File: src/rtl/stream_demux_pkg.sv
// stream_demux shared types and defaults.
// Counter width applies only when STREAM_DEMUX_COUNT_EN is defined.
package stream_demux_pkg;

  localparam int CNT_W      = 16;
  localparam int DATA_W_DEF = 8;
  localparam int DEPTH_DEF  = 2;

  typedef logic [CNT_W-1:0] cnt_t;

  function automatic cnt_t cnt_inc(cnt_t c);
    return c + cnt_t'(1);
  endfunction

endpackage

File: src/rtl/stream_demux_sync_fifo.sv
// Per-port synchronous FIFO for stream_demux.
// Registered head, no bypass, extra pointer MSB for full/empty.
module sync_fifo #(
  parameter int DATA_W = 8,
  parameter int DEPTH  = 2
) (
  input  logic              clk,
  input  logic              rst,
  input  logic              push,
  input  logic              pop,
  input  logic [DATA_W-1:0] din,
  output logic              full,
  output logic              empty,
  output logic [DATA_W-1:0] head
);

  localparam int AW = $clog2(DEPTH);
  localparam logic [AW:0] PTR_ONE = (AW+1)'(1);

  logic [DATA_W-1:0] mem [DEPTH];
  logic [AW:0]       wr_ptr;
  logic [AW:0]       rd_ptr;
  logic              do_push;
  logic              do_pop;

  // Same index, differing lap bit means the writer is one lap ahead.
  assign empty = (wr_ptr == rd_ptr);
  assign full  = (wr_ptr[AW] != rd_ptr[AW]) &&
                 (wr_ptr[AW-1:0] == rd_ptr[AW-1:0]);

  assign do_push = push && !full;
  assign do_pop  = pop && !empty;
  assign head    = mem[rd_ptr[AW-1:0]];

  always_ff @(posedge clk or posedge rst) begin
    if (rst) begin
      wr_ptr <= '0;
      rd_ptr <= '0;
      for (int i = 0; i < DEPTH; i++) begin
        mem[i] <= '0;
      end
    end else begin
      if (do_push) begin
        mem[wr_ptr[AW-1:0]] <= din;
        wr_ptr <= wr_ptr + PTR_ONE;
      end
      if (do_pop) begin
        rd_ptr <= rd_ptr + PTR_ONE;
      end
    end
  end

endmodule

File: src/rtl/stream_demux.sv
// One-to-two valid/ready demux with a FIFO per output port.
// Define STREAM_DEMUX_COUNT_EN to add the cnt0/cnt1 pop counters.
module stream_demux
  import stream_demux_pkg::*;
#(
  parameter int DATA_W = DATA_W_DEF,
  parameter int DEPTH  = DEPTH_DEF
) (
  input  logic              clk,
  input  logic              rst,
  input  logic              in_valid,
  output logic              in_ready,
  input  logic              in_sel,
  input  logic [DATA_W-1:0] in_data,
  output logic              out0_valid,
  input  logic              out0_ready,
  output logic [DATA_W-1:0] out0_data,
  output logic              out1_valid,
  input  logic              out1_ready,
  output logic [DATA_W-1:0] out1_data
`ifdef STREAM_DEMUX_COUNT_EN
  ,
  output cnt_t              cnt0,
  output cnt_t              cnt1
`endif
);

  logic full0;
  logic full1;
  logic empty0;
  logic empty1;
  logic accept;
  logic push0;
  logic push1;
  logic pop0;
  logic pop1;

  // Readiness looks only at the addressed port; no pass-through on pop.
  assign in_ready = in_sel ? !full1 : !full0;
  assign accept   = in_valid && in_ready;
  assign push0    = accept && !in_sel;
  assign push1    = accept && in_sel;

  assign out0_valid = !empty0;
  assign out1_valid = !empty1;
  assign pop0       = out0_valid && out0_ready;
  assign pop1       = out1_valid && out1_ready;

  sync_fifo #(
    .DATA_W (DATA_W),
    .DEPTH  (DEPTH)
  ) u_fifo0 (
    .clk   (clk),
    .rst   (rst),
    .push  (push0),
    .pop   (pop0),
    .din   (in_data),
    .full  (full0),
    .empty (empty0),
    .head  (out0_data)
  );

  sync_fifo #(
    .DATA_W (DATA_W),
    .DEPTH  (DEPTH)
  ) u_fifo1 (
    .clk   (clk),
    .rst   (rst),
    .push  (push1),
    .pop   (pop1),
    .din   (in_data),
    .full  (full1),
    .empty (empty1),
    .head  (out1_data)
  );

`ifdef STREAM_DEMUX_COUNT_EN
  always_ff @(posedge clk or posedge rst) begin
    if (rst) begin
      cnt0 <= '0;
      cnt1 <= '0;
    end else begin
      if (pop0) begin
        cnt0 <= cnt_inc(cnt0);
      end
      if (pop1) begin
        cnt1 <= cnt_inc(cnt1);
      end
    end
  end
`endif

endmodule

File: config.mk
export PLATFORM = sky130hd
export DESIGN_NAME = stream_demux
export DESIGN_NICKNAME = d
export VERILOG_FILES = /design/src/rtl/stream_demux_pkg.sv /design/src/rtl/stream_demux_sync_fifo.sv /design/src/rtl/stream_demux.sv
export SDC_FILE = /design/constraint.sdc
export NUM_CORES = 1
export LEC_CHECK = 0
export BUFFER_PORTS_ARGS = -buffer_cell sky130_fd_sc_hd__clkbuf_2
export CORE_MARGIN = 2
export CORE_UTILIZATION = 49
export DETAILED_ROUTE_END_ITERATION = 12
export PLACE_DENSITY = 0.79
export SLEW_MARGIN = 20
export SYNTH_ARGS = -nofsm -noshare
export SYNTH_HDL_FRONTEND = slang
export SYNTH_SLANG_ARGS = --single-unit
File: constraint.sdc
create_clock -name clk -period 1.55 [get_ports clk]
set_clock_uncertainty 0.2 [all_clocks]
set_input_delay 0.0775 -clock clk [delete_from_list [all_inputs] [get_ports clk]]
set_output_delay 0.0775 -clock clk [all_outputs]
set_load 0.01 [all_outputs]
# Word level (Yosys, flattened, before mapping)
# Index checks and enable logic that the tools add are counted.
# W data, S select, Z words.
[word_totals] regBits=40 in_bits=14 output_inout_bits=19 wordCells=59
[op_classes] addsub=4 magnitude_cmp=6 eq_ne=6 muxes=13 n_bitwise=4 reduce_logical=18
[ops] op="$mux W8" count=8
[ops] op="$bwmux W16" count=2
[ops] op="$demux W8 S1" count=2
[ops] op="$logic_and A1 B1 Y1" count=13
[ops] op="$add A2 B1 Y2 const B" count=4
[ops] op="$ge A2 B2 Y1 const B" count=4
[ops] op="$not A1 Y2" count=4
[ops] op="$logic_not A1 Y1" count=5
[ops] op="$eq A2 B2 Y1" count=2
[ops] op="$lt A2 B1 Y1 const B" count=2
[ops] op="$eq A1 B1 Y1" count=2
[ops] op="$ne A1 B1 Y1" count=2
[ops] op="$mux W1" count=1

# Logic depth before layout (Yosys ltp)
[depth] depth_word=7 mapped_depth=4 depth_no_buf=3

# By module
# A second synthesis with hierarchy kept.
[hier_totals] hier_cells=150 hier_area_um2=1934.4
[by_module_without_submodules] module="sync_fifo at u_fifo1" n_inst=1 cells_per_inst=72 area_each_um2=947.2 seq_area_each_um2=500.5
[by_module_without_submodules] module="sync_fifo at u_fifo0" n_inst=1 cells_per_inst=71 area_each_um2=940.9 seq_area_each_um2=500.5
[by_module_without_submodules] module="stream_demux" n_inst=1 cells_per_inst=7 area_each_um2=46.3 seq_area_each_um2=0.0

# Worst setup path before layout
# No wires, ideal clock.
[synth_timing] path_type="register to register" from="reg u_fifo0.rd_ptr[1]" to="reg u_fifo0.mem[0] (netlist name)" setup_ns=0.125 arrival_time_ns=1.319 required_time_ns=1.225 setup_slack_ns=-0.093 path_stages_with_launch=4 n_path_buf=0 synth_period_minus_slack_ns=1.643 path_cell_list="dfrtp_1 > xor2_1 > a21oi_2 > mux2_2"
[synth_between] elab_chain_len=7
[synth_lines] element="start, declared" line="stream_demux_sync_fifo.sv:22" rtl="logic [AW:0] rd_ptr;"
[synth_lines] element="start signal, assigned" line="stream_demux_sync_fifo.sv:48" rtl="rd_ptr <= rd_ptr + PTR_ONE;"
[synth_lines] element="$ne A1 B1 Y1 *" line="stream_demux_sync_fifo.sv:28" rtl="assign full = (wr_ptr[AW] != rd_ptr[AW]) &&"
[synth_lines] element="$logic_and A1 B1 Y1 *" line="stream_demux_sync_fifo.sv:28"
[synth_lines] element="$logic_not A1 Y1 *" line="stream_demux_sync_fifo.sv:31, stream_demux.sv:39"
[synth_lines] element="$mux W1" line="stream_demux.sv:39" rtl="assign in_ready = in_sel ? !full1 : !full0;"
[synth_lines] element="$logic_and A1 B1 Y1" line="stream_demux.sv:40" rtl="assign accept = in_valid && in_ready;"
[synth_lines] element="$logic_and A1 B1 Y1" line="stream_demux.sv:41" rtl="assign push0 = accept && !in_sel;"
[synth_lines] element="$logic_and A1 B1 Y1 *" line="stream_demux_sync_fifo.sv:31" rtl="assign do_push = push && !full;"
[synth_lines] element="end signal, assigned by index" line="stream_demux_sync_fifo.sv:44" rtl="mem[wr_ptr[AW-1:0]] <= din;"
[synth_lines] element="end, declared" line="stream_demux_sync_fifo.sv:20" rtl="logic [DATA_W-1:0] mem [DEPTH];"
# Every way passes the cells marked *; elsewhere a longest branch is shown, timed or not.
# A chain may end at the register's enable or synchronous reset.

# Worst setup path in the final report
[layout_timing] from="reg u_fifo0.rd_ptr[1]" to="reg u_fifo0.mem[5] (netlist name)"
# The elaborated chain is that of the path after synthesis.

==> metrics.txt <==
status=complete, but fails checks; violated checks=negative setup slack; max-slew violations=0; async set-reset flop share out of synthesis=between 90% and 100%; initial antenna violation count=0; critical-path maximum fanout=9; Final min period=1.75 ns; clock sinks=40; syn_area_per_cell=around 14 µm²; min-delay src=in_sel; pin count of the biggest net entering global routing=18; sw power=2.62 mW; Die X=66.1 µm; cell family with most CP delay=flip-flops; Int Power=around 5.0 mW; dpl hpwl=2990 µm; Synth top cells by count=mux2_2, dfrtp_1, nand2_1, o21ai_0; # IOs=33; RSZ-0062 raised after global routing=true; die height=66.1 µm; Worst-Skew Late Latency=0.29 ns; critical path, cell by cell=buf_6 > xor2_4 > a21oi_4 > buf_12 > mux2_4; post-synthesis net count=roughly 150; Synth area leaders=dfrtp_1, mux2_2, o21ai_0, o2111ai_4, xor2_1; worst hold slack=about 0.094 ns; clock power share=10.9%; Post-synth EDFFs=0; worst r2r src=u_fifo0.rd_ptr[1]; clock tree buffer depth=2; worst path bufs/invs=2; Seq pwr share=27.4%; CP max stage delay=0.46 ns; Max Cap Violations=0; crit path from=u_fifo0.rd_ptr[1]; Pre-Repair DR Iteration Count=4; Final Util=83.6%; Vias=around 1500; Comb pwr share=61.6%; routed length per instance=around 21 µm; Antenna Diode Count=0; number of global-route vias before repair=1523; die area=4360 µm²; Core Area=3690 µm²; Unique masters post-synth=25; top cell type's share of synthesized area=53.1%; Area Growth Syn to Fin=63.5%; hold crit path type=input port to flop; pwr dens=2480 nW/µm²; setup ws final=-0.198 ns; f_max=~570 MHz; clk slew on worst S/H paths=0.08 ns; crit path kind=flop to flop; Inst Count DP=about 230; Critical Path End Type=flop; Via density=around 5.5; post-synth top area cell=dfrtp_1; final hold vios=0; Arr. time, crit path=1.72 ns; drt first-iter violations=61; startpoint types=flop; Slew headroom=between 70 and 80%; dpl cell area=2300 µm²; Tcrit/Tclk final=113%; Finished Cell Area=3090 µm²; drc violations=0; yosys warns=0; antenna-violating nets left=0; actual transition at the worst max-transition pin=0.410 ns; Required @ worst endpoint=1.52 ns; Congestion Overflow GR=0; top-count cell post-synth=mux2_2; GRT Overall Usage=about a quarter; Setup-failing EPs final=52; CTS Buf Count=5; layout net count=approximately 240; first-pass GRT wire length=8070 µm; num rows=22; IO Port Bufs=32; Max VDD drop=0.00158 V; Mapped Cells=139; CP max-delay cell=dfrtp_2; drt total wl=about 5800 µm; Root Buffer=clkbuf_8; Final Total Pwr=7.64 mW; Non-Filler Instances=273; Most used DFF post-synth=dfrtp_1; GPL Wtd Cong=0.809; switching part of the total=34.3%; Pleak=between 1.5 and 2 nW; Post-Syn Area=1890 µm²; Yosys reg bits=40; htree depth=2; sequential element share of the synthesized area=53.1%; layout cells sized above 1=65.3%; initial core utilization=51.2%; CTS tree=done
## metal layers
layer	GRT usage [%]	share of wire, %
met1	34.7	43
met2	41.4	52
met3	4.60	3.3
met4	6.12	1.4
met5	0	0
## flip-flops by register name (all words and copies together) (netlist names)
register / flops
u_fifo0.mem: 16
u_fifo0.rd_ptr: 2
u_fifo0.wr_ptr: 2
u_fifo1.mem: 16
u_fifo1.rd_ptr: 2
u_fifo1.wr_ptr: 2
## final cells by class
cell class                 count  area [µm²]
clock buffer                   6        72.6
clock inverter                 2        35.0
fill                         173         603
inverter                       4        15.0
multi-input combinational     91        1120
sequential                    40        1010
tap                           48        60.1
timing repair buffer          82         777
## timing repair
action,in CTS,in global routing
endpoints found under the hold margin,77,0
gates cloned,1,0
buffers inserted,15,5
pin swaps,6,6
hold buffers,12,0
endpoints found under the setup margin,52,53
resized for setup,58,43
## cell families (layout without fill, tap and decap cells)
logic type	after synthesis	after routing	share of synthesized area (%)
xor gates and xnor gates	6	6	3.18
and+or+nand+nor	16	16	4.11
AOI/OAI and AO/OA	19	19	8.02
muxes	50	50	29.8
DFF	40	40	53.1
buffers and inverters	8	94	1.79
## stage by stage
stage | TNS (ns) | setup slack, ns
6_report | -6.75 | -0.198
4_1_cts | -4.49 | -0.187
3_5_place_dp | -3.07 | -0.177
3_3_place_gp | -1.77 | -0.0996
2_1_floorplan | -0.791 | -0.0349
5_1_grt | -8.11 | -0.233
## cell usage in the layout, fill, tap and decap left out, types with 2 or more instances in the layout
| cell | instances |
|---|---|
| inv_1 | 4 |
| dlygate4sd3_1 | 12 |
| mux2_2 | 2 |
| xor2_2 | 2 |
| mux2_4 | 48 |
| dfrtp_1 | 34 |
| nand2_1 | 5 |
| xnor2_2 | 2 |
| dfrtp_2 | 6 |
| a21oi_4 | 2 |
| buf_4 | 21 |
| a21oi_1 | 4 |
| clkbuf_8 | 5 |
| buf_12 | 4 |
| clkbuf_2 | 17 |
| buf_6 | 25 |
| nor2_1 | 3 |
| a31oi_1 | 2 |
| nand3_1 | 2 |
| o21ai_0 | 6 |
## final timing paths
| path | depth (start not counted) | endpoint | slack, ns |
|---|---|---|---|
| setup reg to reg | 5 | u_fifo0.mem[5] | -0.20 |
| hold reg to reg | 1 | u_fifo1.mem[14] | 0.32 |
| max in group asynchronous | 4 | u_fifo1.rd_ptr[1] | 0.46 |
| setup / recovery | 5 | u_fifo0.mem[5] | -0.20 |
| hold / removal | 4 | u_fifo1.wr_ptr[0] | 0.09 |
| min in group asynchronous | 3 | u_fifo0.mem[9] | 0.10 |
## power groups by stage
stage | clock (mW) | sequential [mW] | combinational [mW]
floorplan | 0 | 1.85 | 1.85
global placement | 0 | 1.94 | 2.66
detailed placement | 0 | 2.00 | 2.77
CTS | 0.835 | 2.02 | 3.84
global route | 0.896 | 2.14 | 4.91
finish | 0.835 | 2.10 | 4.71
## tightest hold or removal path: stages
cell and delay (ns):
clkbuf_2 0.14, buf_4 0.17, o211ai_1 0.09, a21oi_1 0.08
Power figures use the tool's default switching activity.
